==> src/rtl/snake_pkg.sv <==
// Shared types for the snake game datapath.
//   direction : steering / step direction (UP, DOWN, LEFT, RIGHT)
//   game_mode : top-level game mode; only GAME lets the head move
//   opposite(): returns the 180-degree reverse of a direction
//   ST_*      : head-step FSM state encodings
package snake_pkg;

  typedef enum logic [1:0] {
    UP    = 2'd0,
    DOWN  = 2'd1,
    LEFT  = 2'd2,
    RIGHT = 2'd3
  } direction;

  typedef enum logic [1:0] {
    MENU = 2'd0,
    GAME = 2'd1,
    OVER = 2'd2
  } game_mode;

  localparam int DEFAULT_GRID_W = 32;
  localparam int DEFAULT_GRID_H = 24;

  localparam logic [1:0] ST_IDLE      = 2'd0;
  localparam logic [1:0] ST_WAIT_TICK = 2'd1;
  localparam logic [1:0] ST_REQ       = 2'd2;
  localparam logic [1:0] ST_HALT      = 2'd3;

  function automatic direction opposite(input direction d);
    direction r;
    case (d)
      UP:      r = DOWN;
      DOWN:    r = UP;
      LEFT:    r = RIGHT;
      default: r = LEFT;
    endcase
    return r;
  endfunction

endpackage

==> src/rtl/snake_grid_step.sv <==
// Combinational next-cell computation for one head step.
// Ports:
//   x, y     : current head cell
//   a        : direction to apply (already reversal-guarded)
//   nx, ny   : next head cell (equal to x, y when off_grid)
//   off_grid : step would leave the board and WRAP is 0
// Edges are compared explicitly so non-power-of-2 boards wrap correctly.
module snake_grid_step
  import snake_pkg::*;
#(
  parameter int GRID_W = DEFAULT_GRID_W,
  parameter int GRID_H = DEFAULT_GRID_H,
  parameter int WRAP   = 1,
  parameter int XW     = $clog2(GRID_W),
  parameter int YW     = $clog2(GRID_H)
) (
  input  logic [XW-1:0] x,
  input  logic [YW-1:0] y,
  input  direction      a,
  output logic [XW-1:0] nx,
  output logic [YW-1:0] ny,
  output logic          off_grid
);

  localparam logic [XW-1:0] X_MAX = XW'(GRID_W - 1);
  localparam logic [YW-1:0] Y_MAX = YW'(GRID_H - 1);
  localparam logic [XW-1:0] X_ONE = XW'(1);
  localparam logic [YW-1:0] Y_ONE = YW'(1);

  always_comb begin
    nx       = x;
    ny       = y;
    off_grid = 1'b0;
    case (a)
      UP: begin
        if (y == '0) begin
          if (WRAP != 0) ny = Y_MAX;
          else           off_grid = 1'b1;
        end else begin
          ny = y - Y_ONE;
        end
      end
      DOWN: begin
        if (y == Y_MAX) begin
          if (WRAP != 0) ny = '0;
          else           off_grid = 1'b1;
        end else begin
          ny = y + Y_ONE;
        end
      end
      LEFT: begin
        if (x == '0) begin
          if (WRAP != 0) nx = X_MAX;
          else           off_grid = 1'b1;
        end else begin
          nx = x - X_ONE;
        end
      end
      default: begin
        if (x == X_MAX) begin
          if (WRAP != 0) nx = '0;
          else           off_grid = 1'b1;
        end else begin
          nx = x + X_ONE;
        end
      end
    endcase
  end

endmodule

==> src/rtl/snake_head_step.sv <==
// Snake head stepper: advances the head one cell per rising edge of the
// game tick while in GAME mode, and hands each new position to the board
// writer over a req/ack handshake.
// Ports:
//   clk, rst     : clock; synchronous active-low reset
//   clk_divided  : game tick level; its rising edge triggers a step
//   mode         : game mode; anything but GAME returns to IDLE and reloads
//   dir          : requested direction from steering
//   board_ack    : board writer consumed the pending step (used only in REQ)
//   head_x/y     : current head cell
//   step_dir     : direction applied by the last step
//   step_req     : new head valid, held until acked
//   wall_hit     : sticky, head tried to leave the grid with WRAP=0
//   overrun      : sticky, a tick arrived while a step was still pending
//   step_cnt     : count of acked steps (wraps)
module snake_head_step
  import snake_pkg::*;
#(
  parameter int GRID_W  = DEFAULT_GRID_W,
  parameter int GRID_H  = DEFAULT_GRID_H,
  parameter int START_X = 16,
  parameter int START_Y = 12,
  parameter int WRAP    = 1,
  parameter int XW      = $clog2(GRID_W),
  parameter int YW      = $clog2(GRID_H)
) (
  input  logic          clk,
  input  logic          rst,
  input  logic          clk_divided,
  input  game_mode      mode,
  input  direction      dir,
  input  logic          board_ack,
  output logic [XW-1:0] head_x,
  output logic [YW-1:0] head_y,
  output direction      step_dir,
  output logic          step_req,
  output logic          wall_hit,
  output logic          overrun,
  output logic [15:0]   step_cnt
);

  localparam logic [XW-1:0] X_START = XW'(START_X);
  localparam logic [YW-1:0] Y_START = YW'(START_Y);

  logic [1:0]    state;
  logic          tick_prev;
  logic          tick;
  direction      applied;
  logic [XW-1:0] nx;
  logic [YW-1:0] ny;
  logic          off_grid;

  assign tick = !tick_prev && clk_divided;

  // A request for the exact reverse would fold the snake onto itself, so
  // keep going the current way instead.
  assign applied = (dir == opposite(step_dir)) ? step_dir : dir;

  snake_grid_step #(
    .GRID_W (GRID_W),
    .GRID_H (GRID_H),
    .WRAP   (WRAP),
    .XW     (XW),
    .YW     (YW)
  ) u_grid_step (
    .x        (head_x),
    .y        (head_y),
    .a        (applied),
    .nx       (nx),
    .ny       (ny),
    .off_grid (off_grid)
  );

  always_ff @(posedge clk) begin
    if (!rst) begin
      head_x    <= X_START;
      head_y    <= Y_START;
      step_dir  <= UP;
      step_req  <= 1'b0;
      wall_hit  <= 1'b0;
      overrun   <= 1'b0;
      step_cnt  <= 16'd0;
      state     <= ST_IDLE;
      tick_prev <= 1'b0;
    end else begin
      // Edge history runs in every state so the first tick after entering
      // GAME is seen as a clean rising edge.
      tick_prev <= clk_divided;
      if (mode != GAME) begin
        head_x   <= X_START;
        head_y   <= Y_START;
        step_dir <= UP;
        step_req <= 1'b0;
        wall_hit <= 1'b0;
        overrun  <= 1'b0;
        step_cnt <= 16'd0;
        state    <= ST_IDLE;
      end else begin
        case (state)
          ST_IDLE: begin
            state <= ST_WAIT_TICK;
          end
          ST_WAIT_TICK: begin
            if (tick) begin
              step_dir <= applied;
              if (off_grid) begin
                wall_hit <= 1'b1;
                state    <= ST_HALT;
              end else begin
                head_x   <= nx;
                head_y   <= ny;
                step_req <= 1'b1;
                state    <= ST_REQ;
              end
            end
          end
          ST_REQ: begin
            // Ticks during a pending step are flagged and discarded, even
            // when the ack lands on the same edge.
            if (tick) begin
              overrun <= 1'b1;
            end
            if (board_ack) begin
              step_req <= 1'b0;
              step_cnt <= step_cnt + 16'd1;
              state    <= ST_WAIT_TICK;
            end
          end
          default: begin
            // HALT: frozen until mode leaves GAME.
            state <= ST_HALT;
          end
        endcase
      end
    end
  end

endmodule

==> config.mk <==
export PLATFORM = sky130hd
export DESIGN_NAME = snake_head_step
export DESIGN_NICKNAME = d
export VERILOG_FILES = /design/src/rtl/snake_pkg.sv /design/src/rtl/snake_grid_step.sv /design/src/rtl/snake_head_step.sv
export SDC_FILE = /design/constraint.sdc
export NUM_CORES = 1
export LEC_CHECK = 0
export ABC_AREA = 0
export CAP_MARGIN = 10
export CORE_ASPECT_RATIO = 1.75
export CORE_MARGIN = 1.5
export CORE_UTILIZATION = 53
export CTS_CLUSTER_SIZE = 10
export DETAILED_ROUTE_END_ITERATION = 6
export GPL_TIMING_DRIVEN = 0
export PLACE_DENSITY = 0.84
export SETUP_SLACK_MARGIN = 0.05
export SYNTH_ARGS = -nofsm -noshare
export SYNTH_HDL_FRONTEND = slang
export SYNTH_SLANG_ARGS = --single-unit
==> constraint.sdc <==
create_clock -name clk -period 4.81 [get_ports clk]
set_clock_uncertainty 0.2 [all_clocks]
set_input_delay 0.7215 -clock clk [delete_from_list [all_inputs] [get_ports clk]]
set_output_delay 0.7215 -clock clk [all_outputs]
set_load 0.05 [all_outputs]
==> impl_metrics.ini, run 1 <==
[placed_design]
routabilityCongestion = 0.883
pre_cts_slack_ns = 2.15
dp_hpwl_um = 2770
io_buffer_count = 36
place_area_sq_um = 2150

[yosys]
yosysSeqAreaShare_pct = 38.1
syn_inst = 200
synthesis.area_sq_um = 1730
yosysMostFrequentCell = dfxtp_1
yosysTopAreaCell = dfxtp_1
async_reset_ff_share_pct = 0
synth-edff-count = 0
syn_area_per_cell_sq_um = 8.66
ys.warnings.count = 0
ys_top_cells_by_count = 33 x dfxtp_1, 25 x nor2_1, 17 x a21oi_1
synth_top_flop_cell = dfxtp_1
ys_ff_latch = 33
synth_nets = 214
synth.top_cell.area_share_pct = 38.1
synth.distinct_cells = 45
synth.area.top_cells = dfxtp_1 38%, nor2_1 5.4%, a21oi_1 4.9%

[timing]
final_max_slew_viol_count = 0
tns_ns = 0
fin_hold_ws_ns = 0.288
tightest_slew_ns = 0.506
slew_headroom_pct = 66.2
finalHoldViolCount = 0
rsz0062_at_grt = no
fmax_mhz = 395
fin_crit_sh_pct = 52.7
setup_violations = 0
min_period_ns = 2.53
setup_slack_ns = 2.28

[cts]
clock_sinks = 33
clock-root-buffer = clkbuf_8
cts_setup_buffers = 0
htree_levels = 2
clk_latency_ns = 0.29
hold_buffers = 0
tritoncts = yes
cts_resized = 0
cts_made_buffers = 5
path_clk_slew_ns = 0.07
clock_path_buffers = 2

[worst_setup_path]
slowest_stage = clkdlybuf4s50_1
required_ns = 3.89
crit_type = register to output pin
worstPathArrival_ns = 1.61
cp_max_fo = 9
critPathCaptureType = output pin
worst-path-buf-inv = 1
worst_path_largest_cell_delay_ns = 0.86
path_delay_family = buffers and inverters
path_cells = clkdlybuf4s50_1
cp-start-kind = register

[floorplanning]
fp.dieW_um = 46.2
fp.dieH_um = 78.6
core_sq_um = 3140
initial_utilization_pct = 55.2
io_pins = 39
dieArea_sq_um = 3640
rows = 27

[global_route]
grt_max_degree = 11
grt_first_pass_wirelength_um = 6270
grt_pass1_vias = 1487
overflow = 0
grt_usage_pct = 23.1
antenna_found_initial = 0

[drt]
wl_met3_um = 142
highest_layer = met4
first_pass_iters = 4
routedWlPerCell_um = 13.0
drtIter0Drc = 43
ant_nets = 0
drcViolationCount = 0
routed_wl_um = 3730
met2_length_um = 2040
wl_met1_um = 1470
via_per_inst = 5.52
route.vias.total = 1583

[pwr]
p_leak_uw = 0.000799
p_seq_share_pct = 47.9
swShare_pct = 20.7
share_comb_of_total_power_pct = 5.2
irDropWorstVdd_mv = 0.194
power.total_uw = 575
p_sw_uw = 119
p_int_uw = 456
power_density_nw_per_um2 = 254
power_frac_clock_pct = 46.9

[layout]
n_antenna_cell = 0
final_area_sq_um = 2260
fillers = 259
syn2layout_area_growth_pct = 30.6
drive_gt1_share_pct = 7.79
num-nets-final = 257

[job]
drv_cap = 0

[worst_hold_path]
hold_class = register to register

[status]
status = finished, final reports clean
## layout make-up
cell class	count	area, sq um	area share, %
flip-flops and latches	33	661	29.2
multi-input cells	151	996	44.0
clock inverters	1	30.0	1.33
repair buffers	36	360	15.9
inverters	10	37.5	1.66
plain buffers	6	38.8	1.71
well taps	43	53.8	2.38
clock buffers	7	86.3	3.81
## sequential cells by signal, indices dropped and copies added, names as in the netlist
| register | cells |
|---|---|
| head_x | 5 |
| head_y | 5 |
| overrun | 1 |
| state | 2 |
| step_cnt | 16 |
| step_dir | 2 |
| step_req | 1 |
| tick_prev | 1 |
## kinds of logic after synthesis
kind of cell | Yosys count | synth area share [%]
AOI/OAI and AO/OA | 40 | 13.9
xor gates and xnor gates | 16 | 8.52
adders and majority gates | 6 | 4.33
buffers and inverters | 16 | 4.40
DFF | 33 | 38.1
muxes | 7 | 4.84
other | 1 | 0.216
and+or+nand+nor | 81 | 25.7
## metal layers
| layer | up-vias | global-route usage, % |
|---|---|---|
| li1 | 791 | - |
| met1 | 742 | 23.3 |
| met3 | 8 | 6.90 |
| met5 | - | 0 |
| met4 | 0 | 9.43 |
| met2 | 42 | 41.1 |
## worst paths after layout
path / startpoint / endpoint / slack [ns] / cells past startpoint
max: head_y[3]$_SDFFE_PP1P_ / head_y[3] / 2.28 / 1
max reg2reg: step_cnt[3]$_SDFFE_PP0P_ / step_cnt[14]$_SDFFE_PP0P_ / 2.93 / 5
min reg2reg: overrun$_SDFFE_PP0P_ / overrun$_SDFFE_PP0P_ / 0.29 / 2
min: overrun$_SDFFE_PP0P_ / overrun$_SDFFE_PP0P_ / 0.29 / 2
## power by group through the flow
stage,clock (uW),combinational [uW],sequential [uW]
3_3_place_gp,0,29.4,282
3_5_place_dp,0,29.8,282
6_report,270,29.9,275
5_1_grt,281,33.0,275
2_1_floorplan,0,18.4,283
4_1_cts,273,29.9,275
## placed cells by master, fill, tap and decap left out, types with 2 or more instances in the layout
| master | synthesis | routed |
|---|---|---|
| o21ai_0 | 9 | 9 |
| nor4_2 | 2 | 2 |
| clkbuf_1 | 2 | 3 |
| nand4_1 | 4 | 4 |
| nor3_1 | 6 | 6 |
| and3b_1 | 2 | 2 |
| nor2b_1 | 2 | 2 |
| nor2_1 | 25 | 25 |
| ha_1 | 6 | 6 |
| o41ai_1 | 2 | 2 |
| inv_1 | 10 | 10 |
| buf_4 | 2 | 2 |
| a211oi_1 | 2 | 2 |
| mux2i_1 | 5 | 5 |
| or3_1 | 5 | 5 |
| nand3b_1 | 2 | 2 |
| nand3_1 | 9 | 9 |
| a311oi_1 | 2 | 2 |
| and2_1 | 3 | 3 |
| xor2_1 | 6 | 6 |
| xnor2_1 | 9 | 9 |
| a21oi_1 | 17 | 17 |
| dfxtp_1 | 33 | 33 |
| nand4_2 | 2 | 2 |
| a31oi_1 | 2 | 2 |
| nand2b_1 | 2 | 2 |
| and4_1 | 2 | 2 |
| and3_1 | 2 | 2 |
| clkbuf_8 | 0 | 6 |
| nand2_1 | 9 | 9 |
| clkdlybuf4s50_1 | 0 | 36 |
## per-stage QoR
stage | utilization [%] | std cells
floorplan | - | 200
detailed placement | 68.3 | 279
global route | 72.0 | 287
finish | 72.0 | 287
CTS | 72.0 | 287
global placement | 68.3 | 279
(Power assumes the default switching activity.)
==> inputs of run 2 (changes only) <==
Settings changed: CORE_UTILIZATION 53 to 45, PLACE_DENSITY 0.84 to 0.76.
Clock period 4.81 ns to 2.22 ns, I/O delays scaled along.
==> impl_metrics.ini, run 2 (same netlist as run 1, synthesis figures left out) <==
[timing]
slew_headroom_pct = 66.5
min_period_ns = 2.12
fin_hold_ws_ns = 0.202
finalHoldViolCount = 0
setup_slack_ns = 0.102
final_max_slew_viol_count = 0
tns_ns = 0
fmax_mhz = 472
rsz0062_at_grt = no
tightest_slew_ns = 0.502
setup_violations = 0
fin_crit_sh_pct = 95.4

[pwr]
swShare_pct = 23.1
p_sw_uw = 252
irDropWorstVdd_mv = 0.456
p_seq_share_pct = 54.6
power_density_nw_per_um2 = 488
share_comb_of_total_power_pct = 6.0
p_leak_uw = 0.000822
p_int_uw = 840
power_frac_clock_pct = 39.4

[floorplanning]
io_pins = 39
initial_utilization_pct = 47.3
rows = 29
fp.dieW_um = 49.9
core_sq_um = 3660
dieArea_sq_um = 4250
fp.dieH_um = 85.1

[worst_setup_path]
path_cells = clkdlybuf4s50_1
path_delay_family = buffers and inverters
critPathCaptureType = output pin
worst_path_largest_cell_delay_ns = 0.85
cp-start-kind = register
slowest_stage = clkdlybuf4s50_1
worst-path-buf-inv = 1
cp_max_fo = 5
r2r_slack_ns = 0.29
crit_type = register to output pin
required_ns = 1.69
worstPathArrival_ns = 1.58

[layout]
syn2layout_area_growth_pct = 29.3
mostFrequentLayoutCells = 33 x dfxtp_1, 33 x clkdlybuf4s50_1, 25 x nor2_1
n_antenna_cell = 0
reg_top3 = step_cnt x16, head_x x5, head_y x5
regMostFlops = step_cnt
drive_gt1_share_pct = 7.79
largest_reg_flops = 16
num-nets-final = 257
final_cells = 290
finish.utilization_pct = 61.1

[placed_design]
pre_cts_slack_ns = -0.0490
dp_hpwl_um = 2740
io_buffer_count = 36
placed_cells = 282
routabilityCongestion = 0.841

[drt]
via_per_inst = 5.52
first_pass_iters = 4
routedWlPerCell_um = 12.7
route.vias.total = 1601
drtIter0Drc = 38
ant_nets = 0
drcViolationCount = 0
routed_wl_um = 3700

[global_route]
grt_usage_pct = 18.2
grt_first_pass_wirelength_um = 6070
grt_pass1_vias = 1391
antenna_found_initial = 0
grt_max_degree = 11
overflow = 0

[status]
status = finished, final reports clean

[cts]
tritoncts = yes
clock_sinks = 33
cts_made_buffers = 5
hold_buffers = 0
clock-root-buffer = clkbuf_8
clk_latency_ns = 0.28
htree_levels = 2
clock_path_buffers = 2
path_clk_slew_ns = 0.07

[job]
drv_cap = 0

[worst_hold_path]
hold_class = primary input to register
-- run 2: cell types whose count changed in the layout (fill, tap and decap cells not counted), sizes merged --
cell / before / now
clkdlybuf4s50: 36 / 33
dlymetal6s2s: 0 / 3
clkinv: 0 / 2
bufinv: 1 / 0
clkbuf: 9 / 8
-- run 2: repair_timing --
| item | CTS | global route |
|---|---|---|
| setup buffers | 0 | 0 |
| resized for setup | 0 | 3 |
| setup endpoints to repair | 0 | 3 |
| endpoints found under the hold margin | 0 | 0 |
-- run 2: cell type report --
| class | instances | area, sq um |
|---|---|---|
| multi-input cells | 151 | 996 |
| flip-flops and latches | 33 | 661 |
| clock buffers | 6 | 72.6 |
| fillers | 341 | 1420 |
| clock inverters | 2 | 10.0 |
| plain buffers | 6 | 38.8 |
| inverters | 10 | 37.5 |
| repair buffers | 36 | 368 |
| well taps | 46 | 57.6 |
-- run 2: path summary, 6_finish.rpt --
kind,cells after the start,endpoint,from
worst min register to register,2,overrun$_SDFFE_PP0P_,overrun$_SDFFE_PP0P_
worst max register to register,5,head_y[2]$_SDFFE_PP1P_,step_dir[1]$_SDFFE_PP0P_
worst min-delay path,3,step_dir[1]$_SDFFE_PP0P_,dir[1]
worst max-delay path,1,step_dir[0],step_dir[0]$_SDFFE_PP0P_
-- run 2: routing by layer --
layer  part of all wire [%]  GRT usage, %  vias up
li1                       -             -      793
met1                     42          19.5      758
met2                     53          33.9       46
met3                    3.7          4.23        4
met4                   0.87          6.31        0
met5                      0             0        -
-- run 2: worst min-delay path, cell delays in order --
cell and delay [ns]:
buf_6 0.12, nand2_2 0.11, a21oi_1 0.07
-- run 2: through the flow --
stage | area [sq um] | power [uW]
after floorplan | 1730 | 652
after global placement | 2150 | 674
after detailed placement | 2150 | 675
after CTS | 2230 | 1110
after global routing | 2240 | 1130
final | 2240 | 1090
-- run 2: power groups by stage --
stage	sequential, uW	combinational, uW	clock (uW)
after detailed placement	610	65.2	0
final	597	65.0	431
after floorplan	612	39.8	0
after CTS	597	65.4	446
after global placement	610	64.1	0
after global routing	597	70.9	467
==> inputs of run 3 (changes only) <==
Settings changed: CORE_UTILIZATION 45 to 50, PLACE_DENSITY 0.76 to 0.79.
Clock period 2.22 ns to 2.2 ns, I/O delays scaled along.
==> impl_metrics.ini, run 3 (same netlist as run 1, synthesis figures left out) <==
[layout]
drive_gt1_share_pct = 7.41
finish.utilization_pct = 66.7
syn2layout_area_growth_pct = 29.5
reg_top3 = step_cnt x16, head_x x5, head_y x5
mostFrequentLayoutCells = 33 x dfxtp_1, 33 x clkdlybuf4s50_1, 25 x nor2_1
final_area_sq_um = 2240
n_antenna_cell = 0
final_cells = 288
regMostFlops = step_cnt
largest_reg_flops = 16
num-nets-final = 257

[global_route]
grt_pass1_vias = 1417
antenna_found_initial = 0
grt_first_pass_wirelength_um = 6100
grt_usage_pct = 21.5
grt_max_degree = 11
overflow = 0

[cts]
tritoncts = yes
clock_sinks = 33
cts_setup_buffers = 0
clock-root-buffer = clkbuf_8
cts_made_buffers = 5
htree_levels = 2
path_clk_slew_ns = 0.06
hold_buffers = 0
clock_path_buffers = 2
clk_latency_ns = 0.27

[drt]
route.vias.total = 1566
drtIter0Drc = 39
ant_nets = 0
drcViolationCount = 0
routed_wl_um = 3680
first_pass_iters = 4
via_per_inst = 5.44
routedWlPerCell_um = 12.8

[pwr]
p_seq_share_pct = 54.3
power_frac_clock_pct = 39.8
irDropWorstVdd_mv = 0.394
share_comb_of_total_power_pct = 5.9
power_density_nw_per_um2 = 495
p_sw_uw = 233
power.total_uw = 1110
swShare_pct = 21.0
p_int_uw = 877
p_leak_uw = 0.000821

[job]
drv_cap = 0

[worst_setup_path]
timing.rr.start = step_dir[1]$_SDFFE_PP0P_
critPathCaptureType = output pin
path_cells = clkdlybuf4s50_1
worstPathArrival_ns = 1.57
r2r_end = head_y[2]$_SDFFE_PP1P_
cp_num_cells = 1
worst_path_largest_cell_delay_ns = 0.86
cp-startpoint = step_dir[0]$_SDFFE_PP0P_
reg2regPathDepth = 5
cp-start-kind = register
required_ns = 1.67
slowest_stage = clkdlybuf4s50_1
path_delay_family = buffers and inverters
r2r_slack_ns = 0.30
worst-path-buf-inv = 1
crit_type = register to output pin
cp_max_fo = 5
critical_path.endpoint = step_dir[0]

[placed_design]
dp_hpwl_um = 2850
io_buffer_count = 36
placed_cells = 281
routabilityCongestion = 0.823
place_area_sq_um = 2150

[floorplanning]
dieArea_sq_um = 3840
rows = 28
initial_utilization_pct = 51.5
core_sq_um = 3360
fp.dieH_um = 80.9
io_pins = 39
fp.dieW_um = 47.5

[status]
status = finished, final reports clean

[timing]
fmax_mhz = 477
setup_violations = 0
rsz0062_at_grt = no
fin_hold_ws_ns = 0.219
min_period_ns = 2.10
fin_crit_sh_pct = 95.3
slew_headroom_pct = 65.7
finalHoldViolCount = 0
tightest_slew_ns = 0.514
final_max_slew_viol_count = 0

[worst_hold_path]
hold_class = primary input to register
==> run 3: changes by cell type in the layout (fill, tap and decap cells not counted) <==
| cell | change |
|---|---|
| clkinv_2 | -2 |
| clkbuf_8 | +1 |
==> run 3: how the worst min path moves through the flow <==
stage | start | end | slack [ns] | cells past startpoint
2_1_floorplan | clk_divided | tick_prev$_SDFF_PN0_ | 0.25 | 1
3_3_place_gp | overrun$_SDFFE_PP0P_ | overrun$_SDFFE_PP0P_ | 0.26 | 2
3_5_place_dp | overrun$_SDFFE_PP0P_ | overrun$_SDFFE_PP0P_ | 0.28 | 2
4_1_cts | dir[1] | step_dir[1]$_SDFFE_PP0P_ | 0.21 | 3
5_1_grt | dir[1] | head_x[2]$_SDFFE_PP0P_ | 0.25 | 3
6_report | dir[1] | head_y[1]$_SDFFE_PP0P_ | 0.22 | 3
==> run 3: metal layers <==
| layer | vias to the layer above | share of wire, % | global-route usage [%] |
|---|---|---|---|
| li1 | 794 | - | - |
| met1 | 725 | 39 | 21.9 |
| met2 | 40 | 56 | 38.8 |
| met3 | 7 | 3.2 | 4.67 |
| met4 | 0 | 2.0 | 9.72 |
| met5 | - | 0 | 0 |
==> run 3: worst reg2reg max path: cells and delay by family, from the launching register on <==
kind | cells | cell delay (ns)
flip-flops | 1 | 0.46
XOR/XNOR | 1 | 0.23
multiplexers | 2 | 0.55
AND/OR/NAND/NOR | 2 | 0.40
==> run 3: through the flow <==
| step | setup WS (ns) | TNS (ns) |
|---|---|---|
| 6_report | 0.103 | 0 |
| 5_1_grt | 0.0530 | 0 |
| 4_1_cts | 0.0600 | 0 |
| 3_5_place_dp | -0.0540 | -0.0980 |
| 3_3_place_gp | -0.0307 | -0.0637 |
| 2_1_floorplan | 0.110 | 0 |
==> run 3: power by group through the flow <==
stage	combinational [uW]	sequential (uW)	clock, uW
2_1_floorplan	40.2	618	0
3_3_place_gp	64.6	616	0
3_5_place_dp	65.6	616	0
4_1_cts	65.7	602	454
5_1_grt	71.9	602	480
6_report	65.5	602	442
==> run 3: what timing repair did <==
item                       CTS  global route
resized for setup            0             3
setup endpoints to repair    0             3
hold endpoints to repair     0             0
==> run 3: cell type report <==
type	count	area (sq um)
fillers	302	1120
multi-input cells	151	996
flip-flops and latches	33	661
repair buffers	36	368
clock buffers	7	86.3
well taps	45	56.3
plain buffers	6	38.8
inverters	10	37.5
